### src/rtl/multicycle_control_if.sv
// Control bundle between the multicycle control unit and its datapath.
// The master side drives the datapath strobes, selects and debug state.
interface multicycle_control_if #(
   parameter int ALUOP_W = 2
);
   logic [5:0]         opcode;
   logic [5:0]         Funct;
   logic               PCWrite;
   logic               PCWriteCond;
   logic               IorD;
   logic               MemRead;
   logic               MemWrite;
   logic               IRWrite;
   logic               MemtoReg;
   logic               ALUSrcA;
   logic               RegWrite;
   logic               RegDst;
   logic               BranchNe;
   logic [1:0]         ALUSrcB;
   logic [1:0]         PCSource;
   logic [ALUOP_W-1:0] ALUOp;
   logic               illegal_op;
   logic [3:0]         state;

   modport master (
      input  opcode, Funct,
      output PCWrite, PCWriteCond, IorD, MemRead, MemWrite, IRWrite,
      output MemtoReg, ALUSrcA, RegWrite, RegDst, BranchNe,
      output ALUSrcB, PCSource, ALUOp, illegal_op, state
   );

   modport slave (
      output opcode, Funct,
      input  PCWrite, PCWriteCond, IorD, MemRead, MemWrite, IRWrite,
      input  MemtoReg, ALUSrcA, RegWrite, RegDst, BranchNe,
      input  ALUSrcB, PCSource, ALUOp, illegal_op, state
   );
endinterface

### src/rtl/multicycle_control.sv
// Moore control FSM for the shared-memory multicycle MIPS datapath,
// with BNE, illegal-opcode detection and memory wait states.
module multicycle_control #(
   parameter int ALUOP_W    = 2,
   parameter int MEM_WAIT   = 0,
   parameter int ENABLE_BNE = 1
) (
   input  logic                 clk,
   input  logic                 rst,
   multicycle_control_if.master bus
);
   typedef enum logic [3:0] {
      FETCH    = 4'd0,
      DECODE   = 4'd1,
      MEMADR   = 4'd2,
      MEMREAD  = 4'd3,
      MEMWB    = 4'd4,
      MEMWRITE = 4'd5,
      EXECUTE  = 4'd6,
      ALUWB    = 4'd7,
      BRANCH   = 4'd8,
      ADDIEXEC = 4'd9,
      ADDIWB   = 4'd10,
      JUMP     = 4'd11
   } state_t;

   localparam logic [3:0] WAIT_N = 4'(MEM_WAIT);
   localparam bit         BNE_ON = (ENABLE_BNE != 0);

   localparam logic [5:0] OP_R    = 6'b000000;
   localparam logic [5:0] OP_LW   = 6'b100011;
   localparam logic [5:0] OP_SW   = 6'b101011;
   localparam logic [5:0] OP_BEQ  = 6'b000100;
   localparam logic [5:0] OP_BNE  = 6'b000101;
   localparam logic [5:0] OP_ADDI = 6'b001000;
   localparam logic [5:0] OP_J    = 6'b000010;

   state_t     st, nxt;
   logic [3:0] wait_cnt, cnt_nxt;
   logic       last;

   logic       pcw, pcwc, iord, mrd, mwr, irw;
   logic       m2r, srca, rw, rdst, bne, ill;
   logic [1:0] srcb, pcsrc, aop;

   // Funct is decoded by the ALU control, not here
   logic       funct_unused;
   assign funct_unused = ^bus.Funct;

   assign last = (wait_cnt == WAIT_N);

   always_ff @(posedge clk or posedge rst) begin
      if (rst) begin
         st       <= FETCH;
         wait_cnt <= '0;
      end else begin
         st       <= nxt;
         wait_cnt <= cnt_nxt;
      end
   end

   always_comb begin
      nxt     = FETCH;
      cnt_nxt = '0;
      pcw     = 1'b0;
      pcwc    = 1'b0;
      iord    = 1'b0;
      mrd     = 1'b0;
      mwr     = 1'b0;
      irw     = 1'b0;
      m2r     = 1'b0;
      srca    = 1'b0;
      rw      = 1'b0;
      rdst    = 1'b0;
      bne     = 1'b0;
      ill     = 1'b0;
      srcb    = 2'b00;
      pcsrc   = 2'b00;
      aop     = 2'b00;
      unique case (st)
         FETCH: begin
            mrd  = 1'b1;
            srcb = 2'b01;
            if (last) begin
               irw = 1'b1;
               pcw = 1'b1;
               nxt = DECODE;
            end else begin
               nxt     = FETCH;
               cnt_nxt = 4'(wait_cnt + 4'd1);
            end
         end
         DECODE: begin
            srcb = 2'b11;
            unique case (1'b1)
               (bus.opcode == OP_R):                  nxt = EXECUTE;
               (bus.opcode == OP_LW),
               (bus.opcode == OP_SW):                 nxt = MEMADR;
               (bus.opcode == OP_BEQ):                nxt = BRANCH;
               (bus.opcode == OP_BNE) && BNE_ON:      nxt = BRANCH;
               (bus.opcode == OP_ADDI):               nxt = ADDIEXEC;
               (bus.opcode == OP_J):                  nxt = JUMP;
               default: begin
                  ill = 1'b1;
                  nxt = FETCH;
               end
            endcase
         end
         MEMADR: begin
            srca = 1'b1;
            srcb = 2'b10;
            nxt  = (bus.opcode == OP_LW) ? MEMREAD : MEMWRITE;
         end
         MEMREAD: begin
            mrd  = 1'b1;
            iord = 1'b1;
            if (last) begin
               nxt = MEMWB;
            end else begin
               nxt     = MEMREAD;
               cnt_nxt = 4'(wait_cnt + 4'd1);
            end
         end
         MEMWB: begin
            rw  = 1'b1;
            m2r = 1'b1;
         end
         MEMWRITE: begin
            mwr  = 1'b1;
            iord = 1'b1;
            if (!last) begin
               nxt     = MEMWRITE;
               cnt_nxt = 4'(wait_cnt + 4'd1);
            end
         end
         EXECUTE: begin
            srca = 1'b1;
            aop  = 2'b10;
            nxt  = ALUWB;
         end
         ALUWB: begin
            rw   = 1'b1;
            rdst = 1'b1;
         end
         BRANCH: begin
            srca  = 1'b1;
            aop   = 2'b01;
            pcwc  = 1'b1;
            pcsrc = 2'b01;
            bne   = (bus.opcode == OP_BNE);
         end
         ADDIEXEC: begin
            srca = 1'b1;
            srcb = 2'b10;
            nxt  = ADDIWB;
         end
         ADDIWB: begin
            rw = 1'b1;
         end
         JUMP: begin
            pcw   = 1'b1;
            pcsrc = 2'b10;
         end
         default: begin
            nxt = FETCH;
         end
      endcase
   end

   // reset masks every output at once, so an abort never leaks a write
   assign bus.PCWrite     = pcw  & ~rst;
   assign bus.PCWriteCond = pcwc & ~rst;
   assign bus.IorD        = iord & ~rst;
   assign bus.MemRead     = mrd  & ~rst;
   assign bus.MemWrite    = mwr  & ~rst;
   assign bus.IRWrite     = irw  & ~rst;
   assign bus.MemtoReg    = m2r  & ~rst;
   assign bus.ALUSrcA     = srca & ~rst;
   assign bus.RegWrite    = rw   & ~rst;
   assign bus.RegDst      = rdst & ~rst;
   assign bus.BranchNe    = bne  & ~rst;
   assign bus.illegal_op  = ill  & ~rst;
   assign bus.ALUSrcB     = rst ? 2'b00 : srcb;
   assign bus.PCSource    = rst ? 2'b00 : pcsrc;
   assign bus.ALUOp       = rst ? '0 : ALUOP_W'(aop);
   assign bus.state       = rst ? 4'd0 : st;
endmodule

### src/flat_wrapper.sv
// flat-port wrapper written by rule: the top's interface ports become plain ports
module multicycle_control_flat 
#(
   parameter int ALUOP_W    = 2,
   parameter int MEM_WAIT   = 0,
   parameter int ENABLE_BNE = 1
)
  (clk, rst, bus_opcode, bus_Funct, bus_PCWrite, bus_PCWriteCond, bus_IorD, bus_MemRead, bus_MemWrite, bus_IRWrite, bus_MemtoReg, bus_ALUSrcA, bus_RegWrite, bus_RegDst, bus_BranchNe, bus_ALUSrcB, bus_PCSource, bus_ALUOp, bus_illegal_op, bus_state);
  multicycle_control_if #(.ALUOP_W(ALUOP_W)) bus_i ();
  input  logic clk;
  input  logic rst;
  input wire logic [$bits(bus_i.opcode)-1:0] bus_opcode;
  input wire logic [$bits(bus_i.Funct)-1:0] bus_Funct;
  output wire logic [$bits(bus_i.PCWrite)-1:0] bus_PCWrite;
  output wire logic [$bits(bus_i.PCWriteCond)-1:0] bus_PCWriteCond;
  output wire logic [$bits(bus_i.IorD)-1:0] bus_IorD;
  output wire logic [$bits(bus_i.MemRead)-1:0] bus_MemRead;
  output wire logic [$bits(bus_i.MemWrite)-1:0] bus_MemWrite;
  output wire logic [$bits(bus_i.IRWrite)-1:0] bus_IRWrite;
  output wire logic [$bits(bus_i.MemtoReg)-1:0] bus_MemtoReg;
  output wire logic [$bits(bus_i.ALUSrcA)-1:0] bus_ALUSrcA;
  output wire logic [$bits(bus_i.RegWrite)-1:0] bus_RegWrite;
  output wire logic [$bits(bus_i.RegDst)-1:0] bus_RegDst;
  output wire logic [$bits(bus_i.BranchNe)-1:0] bus_BranchNe;
  output wire logic [$bits(bus_i.ALUSrcB)-1:0] bus_ALUSrcB;
  output wire logic [$bits(bus_i.PCSource)-1:0] bus_PCSource;
  output wire logic [$bits(bus_i.ALUOp)-1:0] bus_ALUOp;
  output wire logic [$bits(bus_i.illegal_op)-1:0] bus_illegal_op;
  output wire logic [$bits(bus_i.state)-1:0] bus_state;
  assign bus_i.opcode = bus_opcode;
  assign bus_i.Funct = bus_Funct;
  assign bus_PCWrite = bus_i.PCWrite;
  assign bus_PCWriteCond = bus_i.PCWriteCond;
  assign bus_IorD = bus_i.IorD;
  assign bus_MemRead = bus_i.MemRead;
  assign bus_MemWrite = bus_i.MemWrite;
  assign bus_IRWrite = bus_i.IRWrite;
  assign bus_MemtoReg = bus_i.MemtoReg;
  assign bus_ALUSrcA = bus_i.ALUSrcA;
  assign bus_RegWrite = bus_i.RegWrite;
  assign bus_RegDst = bus_i.RegDst;
  assign bus_BranchNe = bus_i.BranchNe;
  assign bus_ALUSrcB = bus_i.ALUSrcB;
  assign bus_PCSource = bus_i.PCSource;
  assign bus_ALUOp = bus_i.ALUOp;
  assign bus_illegal_op = bus_i.illegal_op;
  assign bus_state = bus_i.state;
  multicycle_control #(.ALUOP_W(ALUOP_W), .MEM_WAIT(MEM_WAIT), .ENABLE_BNE(ENABLE_BNE)) u_core (.clk(clk), .rst(rst), .bus(bus_i));
endmodule
### config.mk
export PLATFORM = sky130hd
export DESIGN_NAME = multicycle_control_flat
export DESIGN_NICKNAME = d
export VERILOG_FILES = /design/src/rtl/multicycle_control_if.sv /design/src/rtl/multicycle_control.sv /design/src/flat_wrapper.sv
export SDC_FILE = /design/constraint.sdc
export NUM_CORES = 1
export LEC_CHECK = 0
export ABC_AREA = 0
export CAP_MARGIN = 25
export CORE_MARGIN = 2
export CORE_UTILIZATION = 40
export CTS_CLUSTER_DIAMETER = 30
export DETAILED_ROUTE_END_ITERATION = 12
export PLACE_DENSITY = 0.78
export SKIP_CTS_REPAIR_TIMING = 1
export SLEW_MARGIN = 15
export SYNTH_ARGS = -nofsm -noshare
export SYNTH_HDL_FRONTEND = slang
export SYNTH_SLANG_ARGS = --single-unit
### constraint.sdc
create_clock -name clk -period 1.7 [get_ports clk]
set_clock_uncertainty 0.1 [all_clocks]
set_input_delay 0.34 -clock clk [delete_from_list [all_inputs] [get_ports clk]]
set_output_delay 0.34 -clock clk [all_outputs]
set_load 0.1 [all_outputs]
==> results.json, run 1 <==
{
  "io_buffer_count": 29,
  "post_synth_num_cell_types": 39,
  "die_width_um": 47.9,
  "synth-seq-cells": 8,
  "ys.flop_type": "dfrtp_1",
  "start_util_pct": 43.6,
  "yosysSeqAreaShare_pct": 26.0,
  "synth_area_sq_um": 769,
  "ys_async_sr_fraction_pct": 100,
  "synth_edf_count": 0,
  "ios": 36,
  "placementRows": 15,
  "tool.error": "[ERROR DPL-0038] Utilization greater than 100%, impossible to legalize",
  "yosys_warnings": 0,
  "run_status": "did not finish",
  "synth_nets": 115,
  "fp.dieH_um": 47.9,
  "synth.avg_cell_area_sq_um": 7.77,
  "gp_congestion": 0.865,
  "lastStage": "detailed placement",
  "synthCells": 99
}
-- cell usage after synthesis, types with 2 or more instances --
master    number  area (sq um)
nand3_1        3          15.0
or2_2          2          12.5
dfrtp_1        8           200
nand2_1        4          15.0
nor2_1        10          37.5
nor3b_1        2          15.0
ha_1           2          25.0
o22a_1         2          17.5
xor2_1         3          26.3
and4_1         2          17.5
buf_2          3          15.0
nand2b_1       2          12.5
nor2b_1        5          31.3
mux2i_1        2          20.0
or4_1          2          15.0
a22oi_1        2          15.0
inv_1          6          22.5
clkbuf_1       2          7.51
nor3_1        17          85.1
-- cell families after synthesis --
group | synth area share (%)
and+or+nand+nor | 39.3
buffers and inverters | 6.83
adders and majority gates | 3.25
AOI/OAI and AO/OA | 15.9
DFF | 26.0
muxes | 4.07
xor gates and xnor gates | 4.55
-- per-stage QoR --
| stage | setup WS [ns] | instances | TNS, ns | hold WS, ns | area [sq um] |
|---|---|---|---|---|---|
| after global placement | -0.571 | 196 | -7.42 | 0.418 | 1870 |
| after floorplan | -0.953 | 99 | -7.84 | 0.0327 | 1000 |
==> inputs of run 2 (changes only) <==
--- a/config.mk
+++ b/config.mk
@@ -7,11 +7,10 @@
 export LEC_CHECK = 0
 export ABC_AREA = 0
 export CAP_MARGIN = 25
-export CORE_MARGIN = 2
-export CORE_UTILIZATION = 40
-export CTS_CLUSTER_DIAMETER = 30
+export CORE_AREA = 2 2 63 65
 export DETAILED_ROUTE_END_ITERATION = 12
-export PLACE_DENSITY = 0.78
+export DIE_AREA = 0 0 65 67
+export PLACE_DENSITY_LB_ADDON = 0.15
 export SKIP_CTS_REPAIR_TIMING = 1
 export SLEW_MARGIN = 15
 export SYNTH_ARGS = -nofsm -noshare
==> run 2 against run 1 <==
The flow now finishes, with violations (setup timing); synthesized cell count unchanged; area after synthesis unchanged.
==> results.json, run 2 <==
{
  "wl_met2_um": 1930,
  "die_width_um": 65,
  "synth_most_common_cell": "nor3_1",
  "yosysSeqAreaShare_pct": 26.0,
  "fp.dieH_um": 67,
  "critPathKind": "register to primary output",
  "routed.top_layer": "met4",
  "drv_slew": 0,
  "drive_gt1_share_pct": 78.3,
  "clock_latency_ns": 0.23,
  "num-nets-final": 206,
  "n_antenna_cell": 0,
  "crit_path_max_incr_delay_ns": 0.43,
  "wl_um": 3390,
  "dp_cells": 218,
  "place_area_sq_um": 1900,
  "ys_top_cells_by_area": "dfrtp_1, nor3_1, nor2_1",
  "yosysTopAreaCell": "dfrtp_1",
  "cts.path.max_buffers": 2,
  "synth.avg_cell_area_sq_um": 7.77,
  "track_usage_pct": 14.1,
  "io_buffer_count": 29,
  "worst-path-max-fanout": 4,
  "num_vias": 1105,
  "finalNonFillerCells": 237,
  "min_path_type": "input pin to asynchronous set/reset pin",
  "drt_iter0_drc": 14,
  "ant_nets": 0,
  "clockRootBuffer": "clkbuf_8",
  "ys_async_sr_fraction_pct": 100,
  "wl_met3_um": 76,
  "fp.coreArea_sq_um": 3610,
  "grt_pass1_wl_um": 4790,
  "synthCells": 99,
  "antenna_found_initial": 0,
  "critPathBufInv": 1,
  "dr.pass1.iters": 4,
  "synth_commonest_cells": "nor3_1, nor2_1, dfrtp_1",
  "htreeDepth": 1,
  "syn_to_final_growth_pct": 201,
  "post_synth_num_cell_types": 39,
  "crit_family": "flip-flops",
  "max_freq_mhz": 496,
  "slew_headroom_pct": 80.1,
  "ios": 36,
  "die_area_sq_um": 4360,
  "yosys_warnings": 0,
  "hpwlAfterDp_um": 2460,
  "start_util_pct": 21.3,
  "final_common_cell": "buf_4",
  "worst_pin_slew_ns": 0.299,
  "drc_errors": 0,
  "ys.flop_type": "dfrtp_1",
  "startpoint_type": "register",
  "synth_edf_count": 0,
  "routedWlPerCell_um": 14.3,
  "grt_max_degree": 10,
  "failed_checks": "setup timing",
  "post-route-period-util_pct": 119,
  "most-common-layout-cells": "buf_4, buf_6, buf_12",
  "required_ns": 1.26,
  "overflow": 0,
  "leakage_uw": 0.00104,
  "cts_tree": "built",
  "cp.arrival_ns": 1.58,
  "synth_nets": 115,
  "synth_area_sq_um": 769,
  "gp_congestion": 0.851,
  "grt_setup_unrepaired": "true",
  "finalWorstSetupSlack_ns": -0.315,
  "crit_slowest_cell": "dfrtp_2",
  "fin_crit_ns": 2.02,
  "fin_tns_setup_ns": -3.82,
  "vdd_drop_max_mv": 0.721,
  "p_per_area_nw_per_um2": 1330,
  "stdcell_area_sq_um": 2320,
  "reg_top3": "u_core.st: 4 flops, u_core.wait_cnt: 4 flops",
  "cp-end-kind": "primary output",
  "run_status": "finished with violations",
  "clkTransAtPathRegs_ns": 0.04,
  "power.total_uw": 3080,
  "clock_sinks": 8,
  "vias_per_cell": 4.66,
  "drt-met1-wl_um": 1350,
  "finalSetupViolCount": 21,
  "cts_made_buffers": 3,
  "path_cells": "nand2b_4, mux2_2, o22a_1, nor2_4, buf_12",
  "placementRows": 22,
  "cap_violations": 0,
  "synth-seq-cells": 8,
  "hold_violations": 0,
  "grt_pass1_vias": 1062,
  "synth_top_area_share_pct": 26.0
}
==> run 2: cell counts after synthesis <==
Identical to the previous run, type by type.
==> run 2: path summary, 6_finish.rpt <==
path                               startpoint                 end  slack, ns  depth (start not counted)
max                              u_core.st[3]        bus_RegWrite      -0.32                          5
min                                       rst        u_core.st[2]       0.06                          3
max reg2reg                      u_core.st[2]        u_core.st[2]      -0.06                          6
min reg2reg                u_core.wait_cnt[0]  u_core.wait_cnt[0]       0.44                          2
max in group asynchronous                 rst        u_core.st[1]       1.29                          3
min in group clk           u_core.wait_cnt[0]  u_core.wait_cnt[0]       0.44                          2
==> run 2: metal layers <==
metal	global-route usage, %	vias up
li1	-	538
met1	15.9	544
met2	27.6	19
met3	1.69	4
met4	3.99	0
met5	0	-
==> run 2: cell type report <==
cell class              instances  area [sq um]
inverters                       6          31.3
fillers                       279          1290
repair buffers                 92          1090
well taps                      48          60.1
clock buffers                   4          45.0
flip-flops and latches          8           205
multi-input cells              79           881
==> run 2: power by group <==
part	internal (uW)	switching [uW]
Combinational	1170	1390
Sequential	225	46.1
Clock	163	81.3
Total	1560	1520
==> run 2: tightest hold or removal path, cell delays in order <==
cell and delay, ns:
clkbuf_2 0.11, clkinvlp_4 0.10, buf_4 0.18
==> run 2: cell families (layout without fill, tap and decap cells) <==
logic type | count (synthesis) | in the layout | synth area share (%)
AND/OR/NAND/NOR | 54 | 54 | 39.3
flip-flops | 8 | 8 | 26.0
buffers and inverters | 12 | 102 | 6.83
multiplexers | 3 | 3 | 4.07
adder cells (fa/ha/maj) | 2 | 2 | 3.25
AO/OA/AOI/OAI | 16 | 16 | 15.9
XOR/XNOR | 4 | 4 | 4.55
==> run 2: metrics by stage <==
stage | setup WS, ns | hold WS, ns | utilization, %
after detailed placement | -0.688 | 0.435 | 52.6
after CTS | -0.706 | 0.441 | 53.8
after floorplan | -0.953 | 0.0327 | -
after global routing | -0.368 | 0.0637 | 64.3
after global placement | -0.621 | 0.432 | 52.6
final | -0.315 | 0.0614 | 64.3
(Power assumes the default switching activity.)
